`config.mk`:
```
export PLATFORM = sky130hd
export DESIGN_NAME = multiplier_signed_arbiter
export DESIGN_NICKNAME = d
export VERILOG_FILES = /design/src/rtl/multiplier_signed_arbiter.sv
export SDC_FILE = /design/constraint.sdc
export NUM_CORES = 2
export LEC_CHECK = 0
export CAP_MARGIN = 10
export CORE_ASPECT_RATIO = 0.5
export CORE_MARGIN = 3
export CORE_UTILIZATION = 62
export CTS_BUF_LIST = sky130_fd_sc_hd__clkbuf_16
export CTS_CLUSTER_DIAMETER = 150
export DETAILED_ROUTE_END_ITERATION = 16
export DONT_BUFFER_PORTS = 1
export PLACE_DENSITY = 0.81
export RECOVER_POWER = 50
export SYNTH_ARGS = -nofsm -noshare
export SYNTH_HDL_FRONTEND = slang
export SYNTH_HIERARCHICAL = 1
export SYNTH_SLANG_ARGS = --single-unit
```
`constraint.sdc`:
```
create_clock -name clk -period 7.7 [get_ports clk]
set_input_delay 1.155 -clock clk [delete_from_list [all_inputs] [get_ports clk]]
set_output_delay 1.155 -clock clk [all_outputs]
set_load 0.02 [all_outputs]
```
`src/rtl/multiplier_signed_arbiter.sv`:
```
// Round-robin shared signed multiplier with a two-stage
// operand/product pipeline and tagged responses.

module multiplier_signed #(
  parameter int SIZE = 32
) (
  input  logic [SIZE-1:0]   a,
  input  logic [SIZE-1:0]   b,
  output logic [2*SIZE-1:0] y
);

  logic [2*SIZE-1:0] a_ext;
  logic [2*SIZE-1:0] b_ext;

  // Sign-extend to full width; the low 2*SIZE bits of the
  // wide product are then the exact two's-complement result.
  always_comb begin
    a_ext = {{SIZE{a[SIZE-1]}}, a};
    b_ext = {{SIZE{b[SIZE-1]}}, b};
    y     = a_ext * b_ext;
  end

endmodule

module multiplier_signed_arbiter #(
  parameter int SIZE = 32,
  parameter int NREQ = 4,
  parameter int IDW  = $clog2(NREQ)
) (
  input  logic                 clk,
  input  logic                 rst,
  input  logic [NREQ-1:0]      req_valid,
  output logic [NREQ-1:0]      req_ready,
  input  logic [NREQ*SIZE-1:0] req_a,
  input  logic [NREQ*SIZE-1:0] req_b,
  output logic                 rsp_valid,
  input  logic                 rsp_ready,
  output logic [IDW-1:0]       rsp_id,
  output logic [2*SIZE-1:0]    rsp_y
);

  localparam logic [IDW:0]   NREQ_W = (IDW+1)'(NREQ);
  localparam logic [IDW-1:0] LAST   = IDW'(NREQ-1);

  logic [IDW-1:0]    prio_ptr;

  logic              s1_valid;
  logic [SIZE-1:0]   s1_a;
  logic [SIZE-1:0]   s1_b;
  logic [IDW-1:0]    s1_id;

  logic              s2_valid;
  logic [2*SIZE-1:0] s2_y;
  logic [IDW-1:0]    s2_id;

  logic              s1_adv;
  logic              s2_adv;
  logic              xfer;

  logic [NREQ-1:0]   gnt_oh;
  logic [IDW-1:0]    gnt_id;
  logic              found;
  logic [IDW:0]      idx_ext;
  logic [IDW-1:0]    idx;

  logic [SIZE-1:0]   sel_a;
  logic [SIZE-1:0]   sel_b;
  logic [2*SIZE-1:0] mul_y;

  assign s2_adv = !s2_valid || rsp_ready;
  assign s1_adv = !s1_valid || s2_adv;

  // Scan req_valid from prio_ptr upward, wrapping at NREQ.
  always_comb begin
    gnt_oh  = '0;
    gnt_id  = '0;
    found   = 1'b0;
    idx_ext = '0;
    idx     = '0;
    for (int k = 0; k < NREQ; k++) begin
      idx_ext = {1'b0, prio_ptr} + (IDW+1)'(k);
      if (idx_ext >= NREQ_W) begin
        idx_ext = idx_ext - NREQ_W;
      end
      idx = idx_ext[IDW-1:0];
      if (!found && req_valid[idx]) begin
        found       = 1'b1;
        gnt_id      = idx;
        gnt_oh[idx] = 1'b1;
      end
    end
  end

  assign req_ready = (s1_adv && !rst) ? gnt_oh : '0;
  assign xfer      = |(req_valid & req_ready);

  // One-hot operand mux driven by the grant.
  always_comb begin
    sel_a = '0;
    sel_b = '0;
    for (int i = 0; i < NREQ; i++) begin
      if (gnt_oh[i]) begin
        sel_a = req_a[i*SIZE +: SIZE];
        sel_b = req_b[i*SIZE +: SIZE];
      end
    end
  end

  multiplier_signed #(
    .SIZE(SIZE)
  ) u_mul (
    .a(s1_a),
    .b(s1_b),
    .y(mul_y)
  );

  // Priority moves just past the most recent winner.
  always_ff @(posedge clk) begin
    if (rst) begin
      prio_ptr <= '0;
    end else if (xfer) begin
      prio_ptr <= (gnt_id == LAST) ? '0 : gnt_id + 1'b1;
    end
  end

  // Operand stage: capture the granted request.
  always_ff @(posedge clk) begin
    if (rst) begin
      s1_valid <= 1'b0;
      s1_a     <= '0;
      s1_b     <= '0;
      s1_id    <= '0;
    end else if (s1_adv) begin
      s1_valid <= xfer;
      if (xfer) begin
        s1_a  <= sel_a;
        s1_b  <= sel_b;
        s1_id <= gnt_id;
      end
    end
  end

  // Product stage: register the multiplier output.
  always_ff @(posedge clk) begin
    if (rst) begin
      s2_valid <= 1'b0;
      s2_y     <= '0;
      s2_id    <= '0;
    end else if (s2_adv) begin
      s2_valid <= s1_valid;
      s2_y     <= mul_y;
      s2_id    <= s1_id;
    end
  end

  assign rsp_valid = s2_valid;
  assign rsp_y     = s2_y;
  assign rsp_id    = s2_id;

endmodule
```
==> flow_metrics.env <==
export IMPL_status="finished with violations"
export IMPL_failed_checks="max-capacitance violations, max-slew violations"
export IMPL_die_h_um=194
export IMPL_fin_crit_sh_pct=98.7
export IMPL_async_flop_share_pct=0
export IMPL_grt_pass1_vias=37604
export IMPL_setup_viol=0
export IMPL_drive_gt1_share_pct=11.0
export IMPL_cts_htree_levels=4
export IMPL_dp_cells=5723
export IMPL_syn_area_per_cell_um2=9.01
export IMPL_finalMaxSlewViolations=95
export IMPL_boundaryPins=334
export IMPL_std_cell_rows=68
export IMPL_syn_inst=4870
export IMPL_core_um2=69500
export IMPL_cap_viol_max_count=3
export IMPL_clock_skew_ns=0.0213
export IMPL_nets=6395
export IMPL_firstDrtPassIters=7
export IMPL_die_w_um=382
export IMPL_area_delta_synth_final_pct=10.4
export IMPL_clk_pin_slew_worst_paths_ns=0.07
export IMPL_gp_congestion=1.03
export IMPL_worst_pin_slew_ns=2.20
export IMPL_yosys_area_top_type="fa_1"
export IMPL_synth_seq_cells=136
export IMPL_clock_path_buffers=2
export IMPL_fin_crit_ns=7.60
export IMPL_synth_edf_count=0
export IMPL_ys_warn_count=6
export IMPL_drc=0
export IMPL_drtAntennaViolNets=0
export IMPL_start_kind="register"
export IMPL_antenna_found_initial=7
export IMPL_critPathMaxFanout=32
export IMPL_hold_path_class="reg -> reg"
export IMPL_initialDrtViolationCount=3510
export IMPL_routed_wl_mm=143
export IMPL_route_vias_total=35326
export IMPL_endpoint_kind="register"
export IMPL_grt_overflow=0
export IMPL_synth_ff_type="dfxtp_1"
export IMPL_yosys_top_cells_area="fa_1 49%, inv_1 8.2%, and2_1 7.4%"
export IMPL_reg2reg_setup_slack_ns=0.1
export IMPL_start_util_pct=63.2
export IMPL_slew_headroom_pct=-46.5
export IMPL_whs_ns=0.455
export IMPL_rsz0062_at_grt="true"
export IMPL_fmax_ghz=0.132
export IMPL_dp_hpwl_mm=108
export IMPL_hold_viol=0
export IMPL_arrival_ns=8.00
export IMPL_grtUsageTotal_pct=36.6
export IMPL_instances_no_fill=5821
export IMPL_grt_pass1_wl_mm=209
export IMPL_ys_types=91
export IMPL_cts_hold_buf=0
export IMPL_cp_required_ns=8.10
export IMPL_die_area_um2=74200
export IMPL_cts_tree="done"
export IMPL_critical_path_class="reg -> reg"
export IMPL_yosysTopAreaCellShare_pct=49.3
export IMPL_cts_sinks=136
export IMPL_port_buffers=0
export IMPL_syn_nets=6405
export IMPL_cts_root_buffer="clkbuf_16"
export IMPL_yosysSeqAreaShare_pct=6.20
export IMPL_grt_max_degree=139
export IMPL_syn_area_um2=43900
export IMPL_cts_buffers=17
export IMPL_clock_latency_ns=0.47
export IMPL_wl_per_cell_um=24.5
export IMPL_via_per_inst=6.07
cell families (layout without fill, tap and decap cells):
logic type,after synthesis,in the layout,share of synthesized area [%]
multiplexers,8,8,0.242
XOR/XNOR,71,71,1.42
flip-flops,136,136,6.20
other,0,3,0
AND/OR/NAND/NOR,1604,1604,17.4
AO/OA/AOI/OAI,502,502,8.76
adder cells (fa/ha/maj),1272,1272,54.8
buffers and inverters,1277,1280,11.2
stage by stage:
step	TNS, ns	util, %	worst slack [ns]	area, µm²
2_1_floorplan	0	-	0.185	43900
3_3_place_gp	-0.0450	66.6	-0.0450	46300
3_5_place_dp	-0.417	66.6	-0.117	46300
4_1_cts	0	67.6	0.00309	47000
5_1_grt	-0.479	69.7	-0.103	48500
6_report	0	69.7	0.0993	48500
cells in the final DEF, fill, tap and decap left out, types with 64 or more instances in the layout:
cell type,count
fa_1,1065
inv_1,948
nand2_1,799
and2_1,514
buf_4,186
a21oi_1,175
ha_1,174
nor2_1,121
dfxtp_1,95
nand3_1,79
buf_12,69
a311o_1,64
path summary, 6_finish.rpt:
| check | from | endpoint | cells after the start |
|---|---|---|---|
| setup / recovery | s1_a[18] | rsp_y[58] | 26 |
| hold / removal | s1_id[1] | rsp_id[1] | 2 |
| setup reg to reg | s1_a[18] | rsp_y[58] | 26 |
| hold reg to reg | s1_id[1] | rsp_id[1] | 2 |
area by class of cell:
type                    instances  area, µm²
clock inverters                15        164
repair buffers                291       3450
well taps                     945       1180
diodes                          3       7.51
clock buffers                  17        425
flip-flops and latches        136       2840
multi-input cells            3457      36800
fillers                      5140      21000
inverters                     957       3600
worst max-delay path, cell delays in order (launching register included):
cell and delay [ns]:
dfxtp_2 0.40, buf_12 0.23, and2_1 0.18, fa_1 0.46, fa_1 0.57, inv_1 0.07
fa_1 0.49, fa_1 0.54, inv_1 0.07, fa_1 0.62, fa_1 0.45, fa_1 0.54
fa_1 0.43, ha_1 0.35, and3_1 0.19, and3_4 0.19, buf_4 0.13, o21ai_2 0.07
o31ai_4 0.12, a41o_4 0.29, a21bo_4 0.27, a32oi_4 0.27, buf_6 0.15, o21ai_2 0.05
xor2_1 0.17, nand2_1 0.08, a21oi_2 0.14
sequential cells by signal (all words and copies together) (netlist names), named ones only:
name       cells
prio_ptr       1
rsp_id         2
rsp_y         64
rsp_valid      1
s1_id          2
s1_valid       1
s1_a          32
s1_b          32
per-layer routing:
layer	wire length [µm]	track usage, %	vias to the layer above
met1	53500	48.2	18349
met2	68600	60.4	1861
met5	40	0	-
met3	11700	5.24	483
li1	-	-	14627
met4	8740	17.3	6
synth_stat cells, types with 4 or more instances:
library cell     n
fa_1          1082
inv_1          957
nand2_1        805
and2_1         518
clkbuf_1       269
a21oi_1        198
ha_1           190
dfxtp_1        136
nor2_1         128
nand3_1         80
a311o_1         64
xnor2_1         44
a311oi_2        34
a311oi_1        32
o21ai_0         32
a21o_1          31
xor2_1          27
buf_2           24
nand2b_1        17
a211oi_1        13
buf_4           11
a31oi_1          9
nand4_1          9
nor2b_1          8
nor3_1           8
o31ai_1          8
a211o_1          6
buf_6            6
o211ai_1         6
o21ai_1          6
o21bai_1         6
and3_1           5
and3_2           5
buf_1            5
mux2i_1          5
or3_1            5
o21a_1           4
o31a_1           4
timing repair:
action                                 4_1_cts  5_1_grt
pin swaps                                    6       76
endpoints found under the hold margin        0        0
gates resized for setup                     21      193
cloned                                       0       21
setup buffers                                4       40
setup endpoints to repair                   15       27
Power is not shown: default switching activity piles up to over one toggle a cycle in this logic, so the estimate is an artifact.
